### src/rtl/psg_tone_noise.sv
// Three-channel PSG tone generator with a shared 17-bit LFSR noise source and mixer.
// Register file R0-R7 with registered readback; all counting is gated by psg_en.
module psg_tone_noise (
  input  logic       clk_peripheral,
  input  logic       reset,
  input  logic       psg_en,
  input  logic       reg_wr,
  input  logic [3:0] reg_addr,
  input  logic [7:0] reg_din,
  output logic [7:0] reg_dout,
  output logic [2:0] tone,
  output logic       noise,
  output logic [2:0] chan
);

  logic [7:0]  tone_fine   [3];
  logic [3:0]  tone_coarse [3];
  logic [4:0]  noise_period;
  logic [7:0]  mixer;

  logic [11:0] tone_cnt    [3];
  logic [11:0] tone_eff    [3];
  logic [12:0] tone_inc    [3];
  logic [2:0]  tone_wrap;

  logic [4:0]  noise_cnt;
  logic [4:0]  noise_eff;
  logic [5:0]  noise_inc;
  logic        noise_wrap;
  logic        noise_pre;
  logic [16:0] lfsr;

  logic [7:0]  rd_data;

  // Period 0 behaves as 1; the >= compare also catches a period lowered below the count.
  always_comb begin
    for (int unsigned i = 0; i < 3; i++) begin
      tone_eff[i]  = ({tone_coarse[i], tone_fine[i]} == 12'd0) ? 12'd1
                                                               : {tone_coarse[i], tone_fine[i]};
      tone_inc[i]  = {1'b0, tone_cnt[i]} + 13'd1;
      tone_wrap[i] = (tone_inc[i] >= {1'b0, tone_eff[i]});
    end
    noise_eff  = (noise_period == 5'd0) ? 5'd1 : noise_period;
    noise_inc  = {1'b0, noise_cnt} + 6'd1;
    noise_wrap = (noise_inc >= {1'b0, noise_eff});
  end

  always_comb begin
    rd_data = '0;
    case (reg_addr)
      4'd0:    rd_data = tone_fine[0];
      4'd1:    rd_data = {4'h0, tone_coarse[0]};
      4'd2:    rd_data = tone_fine[1];
      4'd3:    rd_data = {4'h0, tone_coarse[1]};
      4'd4:    rd_data = tone_fine[2];
      4'd5:    rd_data = {4'h0, tone_coarse[2]};
      4'd6:    rd_data = {3'b000, noise_period};
      4'd7:    rd_data = mixer;
      default: rd_data = '0;
    endcase
  end

  always_ff @(posedge clk_peripheral) begin
    if (reset) begin
      for (int unsigned i = 0; i < 3; i++) begin
        tone_fine[i]   <= '0;
        tone_coarse[i] <= '0;
        tone_cnt[i]    <= '0;
      end
      noise_period <= '0;
      mixer        <= '0;
      tone         <= '0;
      noise_cnt    <= '0;
      noise_pre    <= 1'b0;
      lfsr         <= 17'h00001;
      reg_dout     <= '0;
    end else begin
      reg_dout <= rd_data;

      if (reg_wr) begin
        case (reg_addr)
          4'd0:    tone_fine[0]   <= reg_din;
          4'd1:    tone_coarse[0] <= reg_din[3:0];
          4'd2:    tone_fine[1]   <= reg_din;
          4'd3:    tone_coarse[1] <= reg_din[3:0];
          4'd4:    tone_fine[2]   <= reg_din;
          4'd5:    tone_coarse[2] <= reg_din[3:0];
          4'd6:    noise_period   <= reg_din[4:0];
          4'd7:    mixer          <= reg_din;
          default: ;
        endcase
      end

      if (psg_en) begin
        for (int unsigned i = 0; i < 3; i++) begin
          if (tone_wrap[i]) begin
            tone_cnt[i] <= '0;
            tone[i]     <= ~tone[i];
          end else begin
            tone_cnt[i] <= tone_inc[i][11:0];
          end
        end

        // Noise runs at half the strobe rate: it advances only when the prescaler was 1.
        noise_pre <= ~noise_pre;
        if (noise_pre) begin
          if (noise_wrap) begin
            noise_cnt <= '0;
            lfsr      <= {lfsr[0] ^ lfsr[3], lfsr[16:1]};
          end else begin
            noise_cnt <= noise_inc[4:0];
          end
        end
      end
    end
  end

  assign noise = lfsr[0];

  always_comb begin
    chan = '0;
    for (int unsigned i = 0; i < 3; i++) begin
      chan[i] = (tone[i] | mixer[i]) & (noise | mixer[i+3]);
    end
  end

endmodule

### config.mk
export PLATFORM = sky130hd
export DESIGN_NAME = psg_tone_noise
export DESIGN_NICKNAME = d
export VERILOG_FILES = /design/src/rtl/psg_tone_noise.sv
export SDC_FILE = /design/constraint.sdc
export NUM_CORES = 1
export LEC_CHECK = 0
export ABC_AREA = 1
export CAP_MARGIN = 20
export CORE_MARGIN = 1.5
export CORE_UTILIZATION = 55
export DETAILED_ROUTE_END_ITERATION = 10
export GPL_TIMING_DRIVEN = 0
export PLACE_DENSITY = 0.79
export SLEW_MARGIN = 20
export SYNTH_ARGS = -nofsm -noshare
export SYNTH_HDL_FRONTEND = slang
export SYNTH_SLANG_ARGS = --single-unit
### constraint.sdc
create_clock -name clk_peripheral -period 5 [get_ports clk_peripheral]
set_input_delay 1 -clock clk_peripheral [delete_from_list [all_inputs] [get_ports clk_peripheral]]
set_output_delay 1 -clock clk_peripheral [all_outputs]
set_load 0.01 [all_outputs]
==> results of run 1 <==
cells by family after synthesis:
kind of cell | after synthesis | synth area share
xor gates and xnor gates | 27 | 0.0360
AOI/OAI and AO/OA | 105 | 0.0943
and+or+nand+nor | 330 | 0.212
buffers and inverters | 169 | 0.0992
DFF | 119 | 0.472
adders and majority gates | 45 | 0.0857
placed cells by master, fill, tap and decap left out, drive strengths merged, types with 6 or more instances in the layout:
master,netlist,routed
o22ai,16,16
clkbuf,6,25
nand4,11,11
nor3,6,6
nand2,120,120
nor2,136,136
nand3,43,43
nor4,8,8
inv,156,164
clkdlybuf4s50,0,28
edfxtp,72,72
ha,45,45
buf,7,8
dfxtp,47,47
xor2,23,23
o21ai,37,37
a21oi,33,33
metal layers:
metal | track usage | share of wire | up-vias
met1 | 0.326 | 0.43 | 2585
met2 | 0.415 | 0.48 | 210
li1 | - | - | 2704
met5 | 0 | 0 | -
met4 | 0.0785 | 0.015 | 0
met3 | 0.0491 | 0.071 | 26
report_power, final:
group | switching [mW] | total [mW] | internal, mW
Combinational | 0.187 | 0.301 | 0.114
Clock | 0.460 | 1.19 | 0.730
Sequential | 0.0381 | 1.14 | 1.10
synthesized netlist by cell type (2+ instances only):
library cell	count
inv_1	155
nor2_1	135
nand2_1	119
edfxtp_1	72
dfxtp_1	47
ha_1	45
nand3_1	42
o21ai_0	37
a21oi_1	33
xor2_1	23
o22ai_1	16
nand4_1	10
nor4_1	8
clkbuf_1	6
nor3_1	6
buf_2	5
xnor2_1	4
a221oi_1	3
a31oi_1	3
and3_1	3
a21o_1	2
a41o_1	2
nand3b_1	2
o21bai_1	2
o41ai_1	2
flip-flops by register name, indices dropped and copies added, names as in the netlist:
name	flops
noise_cnt	5
noise_pre	1
tone	3
tone_coarse	12
reg_dout	8
noise_period	5
tone_fine	24
lfsr	17
mixer	8
tone_cnt	36
final cells by class:
cell class / count / area (sq um)
Inverter: 156 / 586
Buffer: 13 / 66.3
Fill cell: 913 / 3890
Timing Repair Buffer: 29 / 300
Tap cell: 143 / 179
Clock buffer: 19 / 464
Multi-Input combinational cell: 507 / 2820
Sequential cell: 119 / 3100
Clock inverter: 13 / 114
path summary, 6_finish.rpt:
path / start / cells after the start / slack [ps] / end
setup / recovery: tone_cnt[1][0] / 16 / 2100 / tone_cnt[1][9]
hold / removal: mixer[0] / 2 / 470 / mixer[0]
setup reg to reg: tone_cnt[1][0] / 16 / 2100 / tone_cnt[1][9]
hold reg to reg: mixer[0] / 2 / 470 / mixer[0]
stage by stage:
step                 util  setup slack, ps
finish              0.662             2100
CTS                 0.662             1940
detailed placement  0.612             1510
global route        0.662             1840
global placement    0.610             1530
floorplan               -             2240
worst max-delay path, cell delays in order, from the launching register on:
cell and delay [ps]:
edfxtp_1 410, ha_1 210, nand2_1 60, nor2_1 200
nand3_1 150, nor2_1 200, xor2_1 240, ha_1 300
a21o_1 190, nor2_1 100, nand2_1 60, inv_1 40
nand2_1 50, nand2_1 80, nand3_1 120, buf_2 230
nor2_1 140
==> results.sh, run 1 <==
export IMPL_synthesis_nets=856
export IMPL_drive_gt1_frac=0.0561
export IMPL_n_antenna_cell=0
export IMPL_cts_buffer_depth=2
export IMPL_placed_cell_area_sq_um=7050
export IMPL_hpwlAfterDp_um=11100
export IMPL_clock_latency_ps=410
export IMPL_htree_levels=4
export IMPL_crit_fanout=10
export IMPL_clock_fmax_ghz=0.345
export IMPL_grt_max_degree=34
export IMPL_synth_ff_type="edfxtp_1"
export IMPL_place_inst=967
export IMPL_final_area_sq_um=7630
export IMPL_wl_per_cell_um=14.9
export IMPL_cts_hold_buffers_added=0
export IMPL_worstPathArrival_ps=3160
export IMPL_ctsResizeCount=0
export IMPL_antenna_found_initial=0
export IMPL_core_rowCount=39
export IMPL_total_leakage_power_nw=3.51
export IMPL_port_buffer_count=28
export IMPL_core_sq_um=11500
export IMPL_clkSinkCount=119
export IMPL_finalHoldViolations=0
export IMPL_synthesis_area_sq_um=6570
export IMPL_grt_pass1_wl_um=24800
export IMPL_cts_tree="done"
export IMPL_crit_required_ps=5260
export IMPL_grt_pass1_vias=5372
export IMPL_drv_slew=0
export IMPL_status="finished clean"
export IMPL_track_usage=0.248
export IMPL_drc_errors=0
export IMPL_start_util=0.570
export IMPL_io_pins=31
export IMPL_avgSynthCellArea_sq_um=8.26
export IMPL_drt_wl_total_um=14900
export IMPL_yosysTopAreaCellShare=0.329
export IMPL_grt_overflow_total=0
export IMPL_fin_cells=999
export IMPL_die_y_um=112
export IMPL_gp_congestion=0.928
export IMPL_yosysSeqAreaShare=0.472
export IMPL_worstMarginPinSlew_ps=767
export IMPL_path_clk_slew_ps=50
export IMPL_hp_class="reg2reg"
export IMPL_synth_async_sr_flop_share=0
export IMPL_syn_to_final_growth_pct=16.1
export IMPL_cts_root_buffer="clkbuf_16"
export IMPL_worst_setup_path_start_kind="flop"
export IMPL_drt_first_pass_iters=6
export IMPL_yosysTopAreaCell="edfxtp_1"
export IMPL_routed_via_density=5.53
export IMPL_synthTopCellsByArea="edfxtp_1, dfxtp_1, inv_1, ha_1, nor2_1"
export IMPL_routed_via_count=5525
export IMPL_crit_type="reg2reg"
export IMPL_skew_ps=6.08
export IMPL_syn_inst=795
export IMPL_yosys_cell_types_count=38
export IMPL_power_density_nw_per_um2=345
export IMPL_maxCapViolCount=0
export IMPL_synth_edf_count=72
export IMPL_max_vdd_ir_drop_mv=0.274
export IMPL_hold_ws_ps=472
export IMPL_fin_crit_sh=0.580
export IMPL_numCtsBuffers=17
export IMPL_ant_nets=0
export IMPL_fin_setup_tns_ps=0
export IMPL_rsz0062_at_grt="false"
export IMPL_slew_headroom=0.485
export IMPL_setup_viol=0
export IMPL_synth_seq_cells=119
export IMPL_die_width_um=112
export IMPL_die_area_sq_um=12600
export IMPL_cts_setup_buffers=0
export IMPL_drt_iter0_markers=638
export IMPL_p_total_mw=2.63
export IMPL_fin_nets=904
export IMPL_ys_warn_count=0
export IMPL_fin_crit_ps=2900
export IMPL_critPathCaptureType="flop"
Note: power is estimated with default switching activity, not from simulation.
==> run 2, diff against run 1 <==
--- a/config.mk
+++ b/config.mk
@@ -11,7 +11,7 @@
 export CORE_UTILIZATION = 55
 export DETAILED_ROUTE_END_ITERATION = 10
 export GPL_TIMING_DRIVEN = 0
-export PLACE_DENSITY = 0.79
+export PLACE_DENSITY = 0.82
 export SLEW_MARGIN = 20
 export SYNTH_ARGS = -nofsm -noshare
 export SYNTH_HDL_FRONTEND = slang
==> constraint.sdc (replaced) <==
create_clock -name clk_peripheral -period 2.4 [get_ports clk_peripheral]
set_input_delay 0.48 -clock clk_peripheral [delete_from_list [all_inputs] [get_ports clk_peripheral]]
set_output_delay 0.48 -clock clk_peripheral [all_outputs]
set_load 0.01 [all_outputs]
==> run 2 against run 1 <==
The run now ends with setup timing left. Fmax increased by 7.6%. First-iteration DRC count increased by 26%. Die area is the same. Hold slack got worse by 68 ps. Sequential power is 110% higher. Combinational power grew to 2.9 times the previous value.
==> results.sh, run 2 (same netlist as run 1, synthesis figures left out) <==
export IMPL_multi_input_area_sq_um=3460
export IMPL_routed_via_density=5.74
export IMPL_power_density_nw_per_um2=656
export IMPL_port_buffer_count=28
export IMPL_fin_crit_sh=1.12
export IMPL_grt_pass1_vias=5513
export IMPL_worstSetupEndpoint="tone_cnt[1][10]"
export IMPL_power_frac_clock=0.434
export IMPL_rr_worst_depth=16
export IMPL_largest_register_ffs=36
export IMPL_regArea_sq_um=3110
export IMPL_drc_errors=0
export IMPL_setup_viol=39
export IMPL_fin_crit_ps=2700
export IMPL_p_sw_frac=0.277
export IMPL_die_y_um=112
export IMPL_fin_nets=962
export IMPL_maxCapViolCount=0
export IMPL_finalHoldViolations=0
export IMPL_cts_hold_buffers_added=0
export IMPL_track_usage=0.267
export IMPL_reg_top3="tone_cnt: 36 flops, tone_fine: 24 flops, lfsr: 17 flops"
export IMPL_crit_type="reg2reg"
export IMPL_io_pins=31
export IMPL_p_total_mw=5.75
export IMPL_comb_power_share=0.151
export IMPL_drive_gt1_frac=0.239
export IMPL_p_int_mw=4.16
export IMPL_path_clk_slew_ps=60
export IMPL_drt_wl_total_um=18600
export IMPL_rsz0062_at_grt="true"
export IMPL_numCtsBuffers=17
export IMPL_worstMarginPinSlew_ps=779
export IMPL_drt_first_pass_iters=8
export IMPL_violations="setup timing"
export IMPL_htree_levels=4
export IMPL_fillers=700
export IMPL_die_area_sq_um=12600
export IMPL_cts_buffer_depth=2
export IMPL_ant_nets=0
export IMPL_cpPeakStageDelay_ps=370
export IMPL_wl_per_cell_um=17.6
export IMPL_final_cell_mix="inv_1, nand2_1, nor2_1"
export IMPL_grt_max_degree=33
export IMPL_place_ws_ps=-626
export IMPL_skew_ps=7.28
export IMPL_total_leakage_power_nw=3.86
export IMPL_grt_pass1_wl_um=26000
export IMPL_worst_setup_path_start_kind="flop"
export IMPL_routed_via_count=6066
export IMPL_r2r_start="tone_cnt[1][0]"
export IMPL_antenna_found_initial=0
export IMPL_clock_latency_ps=430
export IMPL_max_vdd_ir_drop_mv=0.541
export IMPL_gp_congestion=0.938
export IMPL_worst_slack_ps=-296
export IMPL_seqPwrFrac=0.415
export IMPL_drt_iter0_markers=806
export IMPL_final_common_cell="inv_1"
export IMPL_hp_class="in2reg"
export IMPL_crit_path_start="tone_cnt[1][0]"
export IMPL_r2r_end="tone_cnt[1][10]"
export IMPL_n_antenna_cell=0
export IMPL_reg2reg_slack_ps=-300
export IMPL_clkSinkCount=119
export IMPL_die_width_um=112
export IMPL_clock_fmax_ghz=0.371
export IMPL_critPathCaptureType="flop"
export IMPL_start_util=0.570
export IMPL_core_rowCount=39
export IMPL_syn_to_final_growth_pct=33.5
export IMPL_path_cells="ha_2 -> nand2_2 -> nor2_4 -> nand3_2 -> nor2_4 -> xor2_2 -> ha_4 -> a21o_1 -> nor2_1 -> nand2_1 -> inv_1 -> nand2_1 -> nand2_2 -> nand3_4 -> buf_6 -> nor2_1"
export IMPL_drv_slew=0
export IMPL_worstPathArrival_ps=2980
export IMPL_regMostFlops="tone_cnt"
export IMPL_grt_overflow_total=0
export IMPL_slowest_stage="edfxtp_1"
export IMPL_crit_required_ps=2680
export IMPL_cts_tree="done"
export IMPL_status="complete, but fails checks"
export IMPL_hpwlAfterDp_um=10700
export IMPL_p_sw_mw=1.59
export IMPL_slew_headroom=0.477
export IMPL_cts_root_buffer="clkbuf_16"
export IMPL_crit_fanout=5
export IMPL_core_sq_um=11500
==> run 2: power by group through the flow <==
stage,clock network (mW),logic [mW],registers [mW]
3_5_place_dp,0,0.606,2.41
3_3_place_gp,0,0.584,2.41
4_1_cts,2.49,0.703,2.37
5_1_grt,2.57,0.943,2.40
6_report,2.49,0.869,2.38
2_1_floorplan,0,0.417,2.39
==> run 2: how the worst min path moves through the flow <==
| stage | start | end | slack [ps] | cells after the start |
|---|---|---|---|---|
| final | psg_en | noise_pre | 400 | 2 |
| after global routing | psg_en | noise_pre | 420 | 2 |
| after CTS | psg_en | noise_pre | 390 | 2 |
| after detailed placement | noise_pre | noise_pre | 460 | 1 |
| after global placement | lfsr[1] | lfsr[0] | 440 | 2 |
| after floorplan | lfsr[1] | lfsr[0] | 430 | 2 |
==> run 2: critical path, delay by kind of cell, from the launching register on <==
family          cells  cell delay, ps
simple gates       10            1010
fa+ha+maj           2             470
flops               1             370
xor+xnor            1             300
buf+inv             2             240
compound gates      1             150
==> run 2: cell type report <==
type                            count  share of cell area
Buffer                             12             0.00885
Clock buffer                       21              0.0575
Clock inverter                     11             0.00928
Inverter                          156              0.0674
Multi-Input combinational cell    507               0.394
Sequential cell                   119               0.354
Tap cell                          143              0.0204
Timing Repair Buffer               88              0.0882
==> run 2: repair_timing <==
action,in CTS,in global routing
hold endpoints to repair,0,0
setup buffers,35,21
resized for setup,67,100
setup endpoints to repair,55,57
cloned,3,0
pin swaps,32,50
==> run 2: per-stage QoR <==
step,instances,TNS (ps),utilization,hold WS [ps],instance area (sq um)
6_report,1057,-8240,0.761,404,8770
5_1_grt,1057,-12330,0.761,424,8770
4_1_cts,1037,-2970,0.709,389,8160
3_5_place_dp,967,-26470,0.612,462,7050
3_3_place_gp,966,-45530,0.610,442,7030
2_1_floorplan,795,0,-,430,6570
==> run 2: routing by layer <==
metal	track usage	up-vias	wire [um]
met1	0.336	2834	7270
met2	0.434	354	8980
met5	0	-	0
met3	0.0767	78	1530
met4	0.115	0	789
li1	-	2800	-
